--- config.mk ---
export PLATFORM = sky130hd
export DESIGN_NAME = prog_loader_sap
export DESIGN_NICKNAME = d
export VERILOG_FILES = /design/src/rtl/prog_loader_sap_pkg.sv /design/src/rtl/prog_loader_chksum.sv /design/src/rtl/prog_loader_sap.sv
export SDC_FILE = /design/constraint.sdc
export NUM_CORES = 1
export LEC_CHECK = 0
export CAP_MARGIN = 10
export CORE_UTILIZATION = 45
export DETAILED_ROUTE_END_ITERATION = 12
export GPL_TIMING_DRIVEN = 0
export HOLD_SLACK_MARGIN = 0.03
export PLACE_DENSITY = 0.81
export SLEW_MARGIN = 5
export SYNTH_ARGS = -nofsm -noshare
export SYNTH_HDL_FRONTEND = slang
export SYNTH_HIERARCHICAL = 1
export SYNTH_SLANG_ARGS = --single-unit
export TNS_END_PERCENT = 100
--- constraint.sdc ---
create_clock -name clk -period 1.5 [get_ports clk]
set_input_delay 0.3 -clock clk [delete_from_list [all_inputs] [get_ports clk]]
set_output_delay 0.3 -clock clk [all_outputs]
set_load 0.1 [all_outputs]
--- src/rtl/prog_loader_sap_pkg.sv ---
`default_nettype none
// ============================================================================
// Module   : prog_loader_sap_pkg
// Brief    : States, default widths and length-byte limits for prog_loader_sap.
// Revision : 1.0
// ============================================================================
package prog_loader_sap_pkg;

  typedef enum logic [2:0] {
    ST_IDLE  = 3'd0,
    ST_LEN   = 3'd1,
    ST_LOAD  = 3'd2,
    ST_CHECK = 3'd3,
    ST_HOLD  = 3'd4,
    ST_RUN   = 3'd5,
    ST_ERR   = 3'd6
  } state_t;

  localparam int DEF_ADDR_W = 4;
  localparam int DEF_DATA_W = 8;

  localparam logic [31:0] LEN_MIN = 32'd1;

  // Legal image lengths are 1..2**addr_w inclusive.
  function automatic logic len_legal(input logic [31:0] len, input int addr_w);
    return (len >= LEN_MIN) && (len <= (32'd1 << addr_w));
  endfunction

endpackage
`default_nettype wire

--- src/rtl/prog_loader_chksum.sv ---
`default_nettype none
// ============================================================================
// Module   : prog_loader_chksum
// Brief    : 8-bit modulo-256 byte accumulator; pass when sum + trailer == 0.
// Revision : 1.0
// ============================================================================
module prog_loader_chksum #(
  parameter int DATA_W = 8
) (
  input  logic              clk,
  input  logic              clr,
  input  logic              clear,
  input  logic              add,
  input  logic [DATA_W-1:0] data,
  output logic              pass
);

  logic [7:0] sum;

  always_ff @(posedge clk or negedge clr) begin
    if (!clr) begin
      sum <= 8'h00;
    end else if (clear) begin
      sum <= 8'h00;
    end else if (add) begin
      sum <= sum + 8'(data);
    end
  end

  assign pass = ((sum + 8'(data)) == 8'h00);

endmodule
`default_nettype wire

--- src/rtl/prog_loader_sap.sv ---
`default_nettype none
// ============================================================================
// Module   : prog_loader_sap
// Brief    : Length-prefixed stream loader for SAP RAM; holds the core in clear
//            until the image is written. Macro PROG_LOADER_CHKSUM_EN adds a
//            trailing checksum byte and the CHECK state.
// Revision : 1.0
// ============================================================================
module prog_loader_sap
  import prog_loader_sap_pkg::*;
#(
  parameter int ADDR_W      = DEF_ADDR_W,
  parameter int DATA_W      = DEF_DATA_W,
  parameter int HOLD_CYCLES = 2
) (
  input  logic              clk,
  input  logic              clr,
  input  logic [DATA_W-1:0] in_data,
  input  logic              in_valid,
  output logic              in_ready,
  input  logic              load_req,
  output logic              ram_we,
  output logic [ADDR_W-1:0] ram_addr,
  output logic [DATA_W-1:0] ram_wdata,
  output logic              sap_clr,
  output logic              busy,
  output logic              done,
  output logic              err
);

  // One extra bit so a full 2**ADDR_W image is counted without wrapping.
  localparam int LEN_W = ADDR_W + 1;

  state_t           state;
  state_t           state_nx;
  logic [LEN_W-1:0] len_r;
  logic [LEN_W-1:0] cnt;
  logic [3:0]       hold_cnt;
  logic             accept;
  logic             len_ok;
  logic             last_byte;

  assign accept    = in_valid & in_ready;
  assign len_ok    = len_legal(32'(in_data), ADDR_W);
  assign last_byte = ((cnt + LEN_W'(1)) == len_r);

`ifdef PROG_LOADER_CHKSUM_EN
  logic chk_clear;
  logic chk_add;
  logic chk_ok;

  assign chk_clear = (state == ST_IDLE) && accept;
  assign chk_add   = (state == ST_LOAD) && accept;

  prog_loader_chksum #(
    .DATA_W (DATA_W)
  ) u_chksum (
    .clk   (clk),
    .clr   (clr),
    .clear (chk_clear),
    .add   (chk_add),
    .data  (in_data),
    .pass  (chk_ok)
  );
`endif

  always_ff @(posedge clk or negedge clr) begin
    if (!clr) begin
      state <= ST_IDLE;
    end else begin
      state <= state_nx;
    end
  end

  always_comb begin
    state_nx = state;
    in_ready = 1'b0;
    sap_clr  = 1'b1;
    busy     = 1'b0;
    done     = 1'b0;
    err      = 1'b0;
    case (state)
      ST_IDLE: begin
        in_ready = 1'b1;
        if (accept) begin
          state_nx = len_ok ? ST_LOAD : ST_ERR;
        end
      end
      ST_LOAD: begin
        in_ready = 1'b1;
        busy     = 1'b1;
        if (accept && last_byte) begin
`ifdef PROG_LOADER_CHKSUM_EN
          state_nx = ST_CHECK;
`else
          state_nx = ST_HOLD;
`endif
        end
      end
`ifdef PROG_LOADER_CHKSUM_EN
      ST_CHECK: begin
        in_ready = 1'b1;
        busy     = 1'b1;
        if (accept) begin
          state_nx = chk_ok ? ST_HOLD : ST_ERR;
        end
      end
`endif
      ST_HOLD: begin
        busy = 1'b1;
        if (hold_cnt == 4'(HOLD_CYCLES - 1)) begin
          state_nx = ST_RUN;
        end
      end
      ST_RUN: begin
        sap_clr = 1'b0;
        done    = 1'b1;
        if (load_req) begin
          state_nx = ST_IDLE;
        end
      end
      ST_ERR: begin
        err = 1'b1;
        if (load_req) begin
          state_nx = ST_IDLE;
        end
      end
      default: begin
        state_nx = ST_IDLE;
      end
    endcase
  end

  always_ff @(posedge clk or negedge clr) begin
    if (!clr) begin
      len_r     <= '0;
      cnt       <= '0;
      hold_cnt  <= 4'd0;
      ram_we    <= 1'b0;
      ram_addr  <= '0;
      ram_wdata <= '0;
    end else begin
      ram_we <= 1'b0;
      if ((state == ST_IDLE) && accept) begin
        len_r <= LEN_W'(in_data);
        cnt   <= '0;
      end
      // Write address follows accepted bytes only, so stalls leave no holes.
      if ((state == ST_LOAD) && accept) begin
        ram_we    <= 1'b1;
        ram_addr  <= cnt[ADDR_W-1:0];
        ram_wdata <= in_data;
        cnt       <= cnt + LEN_W'(1);
      end
      if (state == ST_HOLD) begin
        hold_cnt <= hold_cnt + 4'd1;
      end else begin
        hold_cnt <= 4'd0;
      end
    end
  end

endmodule
`default_nettype wire

==> results.cfg <==
[status]
status = complete, but fails checks
violations = setup timing

[worst_setup_path]
ff2ff_path_depth = 6
cp_num_buf_inv = 3
r2r_slack_ps = -230
cp_slowest_cell = clkdlybuf4s50_1
reg2reg_to = ram_wdata[5]
path_class = input pin to flip-flop
crit_chain = clkdlybuf4s50_1, or3b_1, buf_6, nor2_8, buf_12, mux2_4
endpoint_kind = flip-flop
max_stage_delay_ps = 520
cp_top_family = buffers and inverters
r2r-start = state[2]
crit_required_ps = 1710
cp.arrival_ps = 1940
worst-path-max-fanout = 10
worstSetupStartpointType = input pin

[cells_and_area]
drive_gt1_frac = 0.558
finalNetCount = 196
diodes = 0
layout.area.seq_um2 = 754
fin_area_mm2 = 0.00232
multiInputGateArea_um2 = 872
stdcell_count = 225
n_fill_cell = 203
area_growth_pct = 57.1

[drt]
drt-total-wl_um = 4090
vias = 1198
drt-initial-drc-count = 20
antenna_left = 0
drcViolationCount = 0
wl_per_cell_um = 18.2
first_pass_iters = 4
vias_per_cell = 5.32

[grt]
use_met3 = 0.0502
grt_usage = 0.237
busiest_layer = met2
grt_antenna_before_repair = 0
grtUsageMet1 = 0.270
met2_usage = 0.404
grt_max_degree = 17
grt_pass1_wl_um = 5940
overflow = 0
grt_pass1_vias = 1256

[synthesis]
synth_top_area_cell = dfrtp_1
syn-instance-count = 119
ys_seq_elements = 30
yosys-top-cells-count = dfrtp_1 (30), mux2_2 (10), mux2_4 (8)
ys_seq_area_frac = 0.508
syn_area_mm2 = 0.00148
synth.distinct_cells = 31
yosysMostFrequentCell = dfrtp_1
synth_edf_count = 0
syn_nets = 134
synth_top_cell_area_share = 0.508
syn_area_per_cell_um2 = 12.4
ys_async_sr_fraction = 1.00
synth_warnings = 6
synth_ff_type = dfrtp_1
synth_area_leaders = dfrtp_1 (51%), mux2_4 (8.1%), mux2_2 (7.6%)

[place]
port_buffers = 29
dp_cells = 193
dpl.hpwl_um = 2230
gp_congestion = 0.727
pre_cts_ws_ps = -873
place_area_mm2 = 0.00190

[clocking]
cts_buffer_depth = 2
clk_pin_slew_ps = 90
clock_latency_ps = 320
holdBufCountCts = 0
tritoncts = yes
clkSinkCount = 30
root_buffer = clkbuf_4
cts_max_level = 2
cts_made_buffers = 5

[hold_path]
hp-class = input pin to asynchronous set/reset pin

[floorplan]
fp.coreArea_mm2 = 0.00308
io_pins = 30
die_x_um = 59.3
initial_core_util = 0.480
rows = 20
die_area_mm2 = 0.00351
die_height_um = 59.3

[timing]
final-hold-violation-count = 0
finalCriticalPeriod_ps = 1740
rsz0062_at_grt = yes
setup_viol = 29
setup_slack_ps = -235
hold-worst-slack_ps = 438
post-route-period-util = 1.16
finalMaxSlewViolations = 0
fin_skew_ps = 6.67
slew_headroom = 0.466
fmax_mhz = 576
tightest_slew_ps = 798

[run]
maxCapViolations = 0
## logic make-up (layout without fill, tap and decap cells)
kind of cell,after synthesis,after routing,share of synthesized area
xor gates and xnor gates,10,10,0.0686
buffers and inverters,9,71,0.0441
muxes,19,19,0.164
DFF,30,30,0.508
adders and majority gates,3,3,0.0254
AOI/OAI and AO/OA,16,16,0.0644
and+or+nand+nor,32,32,0.125
## worst reg2reg max path, cell delays in order, from the launching register on
cell,delay [ps]
dfrtp_1,380
buf_6,130
or3b_1,370
buf_6,160
nor2_8,130
buf_12,160
mux2_4,300
## per-layer routing
layer,wire (um),up-vias
met1,1580,611
met2,2230,38
met5,0,-
met3,143,14
met4,140,0
li1,-,535
## how the worst max path moves through the flow
stage / cells past startpoint / startpoint / endpoint / slack [ps]
after CTS: 6 / state[2] / ram_wdata[5] / -240
after floorplan: 5 / state[0] / ram_addr[0] / -190
after global placement: 4 / state[1] / busy / -850
after global routing: 6 / state[2] / ram_wdata[2] / -290
final: 6 / in_valid / ram_wdata[5] / -240
after detailed placement: 4 / state[1] / busy / -870
## stage by stage
stage | util | TNS, ps
floorplan | - | -2640
global placement | 0.609 | -27200
detailed placement | 0.618 | -17790
CTS | 0.707 | -4310
global route | 0.754 | -6080
finish | 0.754 | -4810
## cell type report
type | count | share of cell area
plain buffers | 4 | 0.0232
clock buffers | 7 | 0.0194
inverters | 5 | 0.0108
multi-input cells | 80 | 0.376
flip-flops and latches | 30 | 0.325
well taps | 44 | 0.0237
repair buffers | 55 | 0.222
## state kept, by name, indices dropped and copies added, names as in the netlist
signal / cells
state: 3
ram_wdata: 8
cnt: 5
ram_we: 1
len_r: 5
ram_addr: 4
hold_cnt: 4
## repair_timing
| item | in CTS | in global routing |
|---|---|---|
| pin swaps | 10 | 10 |
| resized for setup | 132 | 25 |
| endpoints found under the setup margin | 41 | 31 |
| buffers inserted | 19 | 7 |
## placed cells by master (no fill, tap or decap), types with 2 or more instances in the layout
| cell type | netlist | routed |
|---|---|---|
| a21oi_2 | 0 | 2 |
| buf_12 | 1 | 7 |
| buf_2 | 0 | 13 |
| buf_4 | 0 | 21 |
| buf_6 | 2 | 6 |
| clkbuf_1 | 0 | 2 |
| clkbuf_4 | 0 | 5 |
| clkdlybuf4s50_1 | 0 | 11 |
| dfrtp_1 | 30 | 27 |
| dfrtp_2 | 0 | 3 |
| ha_1 | 3 | 2 |
| inv_1 | 5 | 3 |
| mux2_2 | 10 | 2 |
| mux2_4 | 8 | 16 |
| nand2_1 | 6 | 5 |
| nand2b_4 | 0 | 2 |
| nand3_1 | 7 | 3 |
| nand3_2 | 0 | 3 |
| nor2_1 | 5 | 4 |
| nor2_4 | 1 | 2 |
| nor3_4 | 0 | 2 |
| o21ai_1 | 0 | 4 |
| o21ai_2 | 0 | 2 |
| xnor2_1 | 4 | 3 |
| xor2_1 | 5 | 5 |
Power is left out: the tool's default activity adds up to more than one toggle a clock period on the data nets, which glitch-free logic cannot reach.
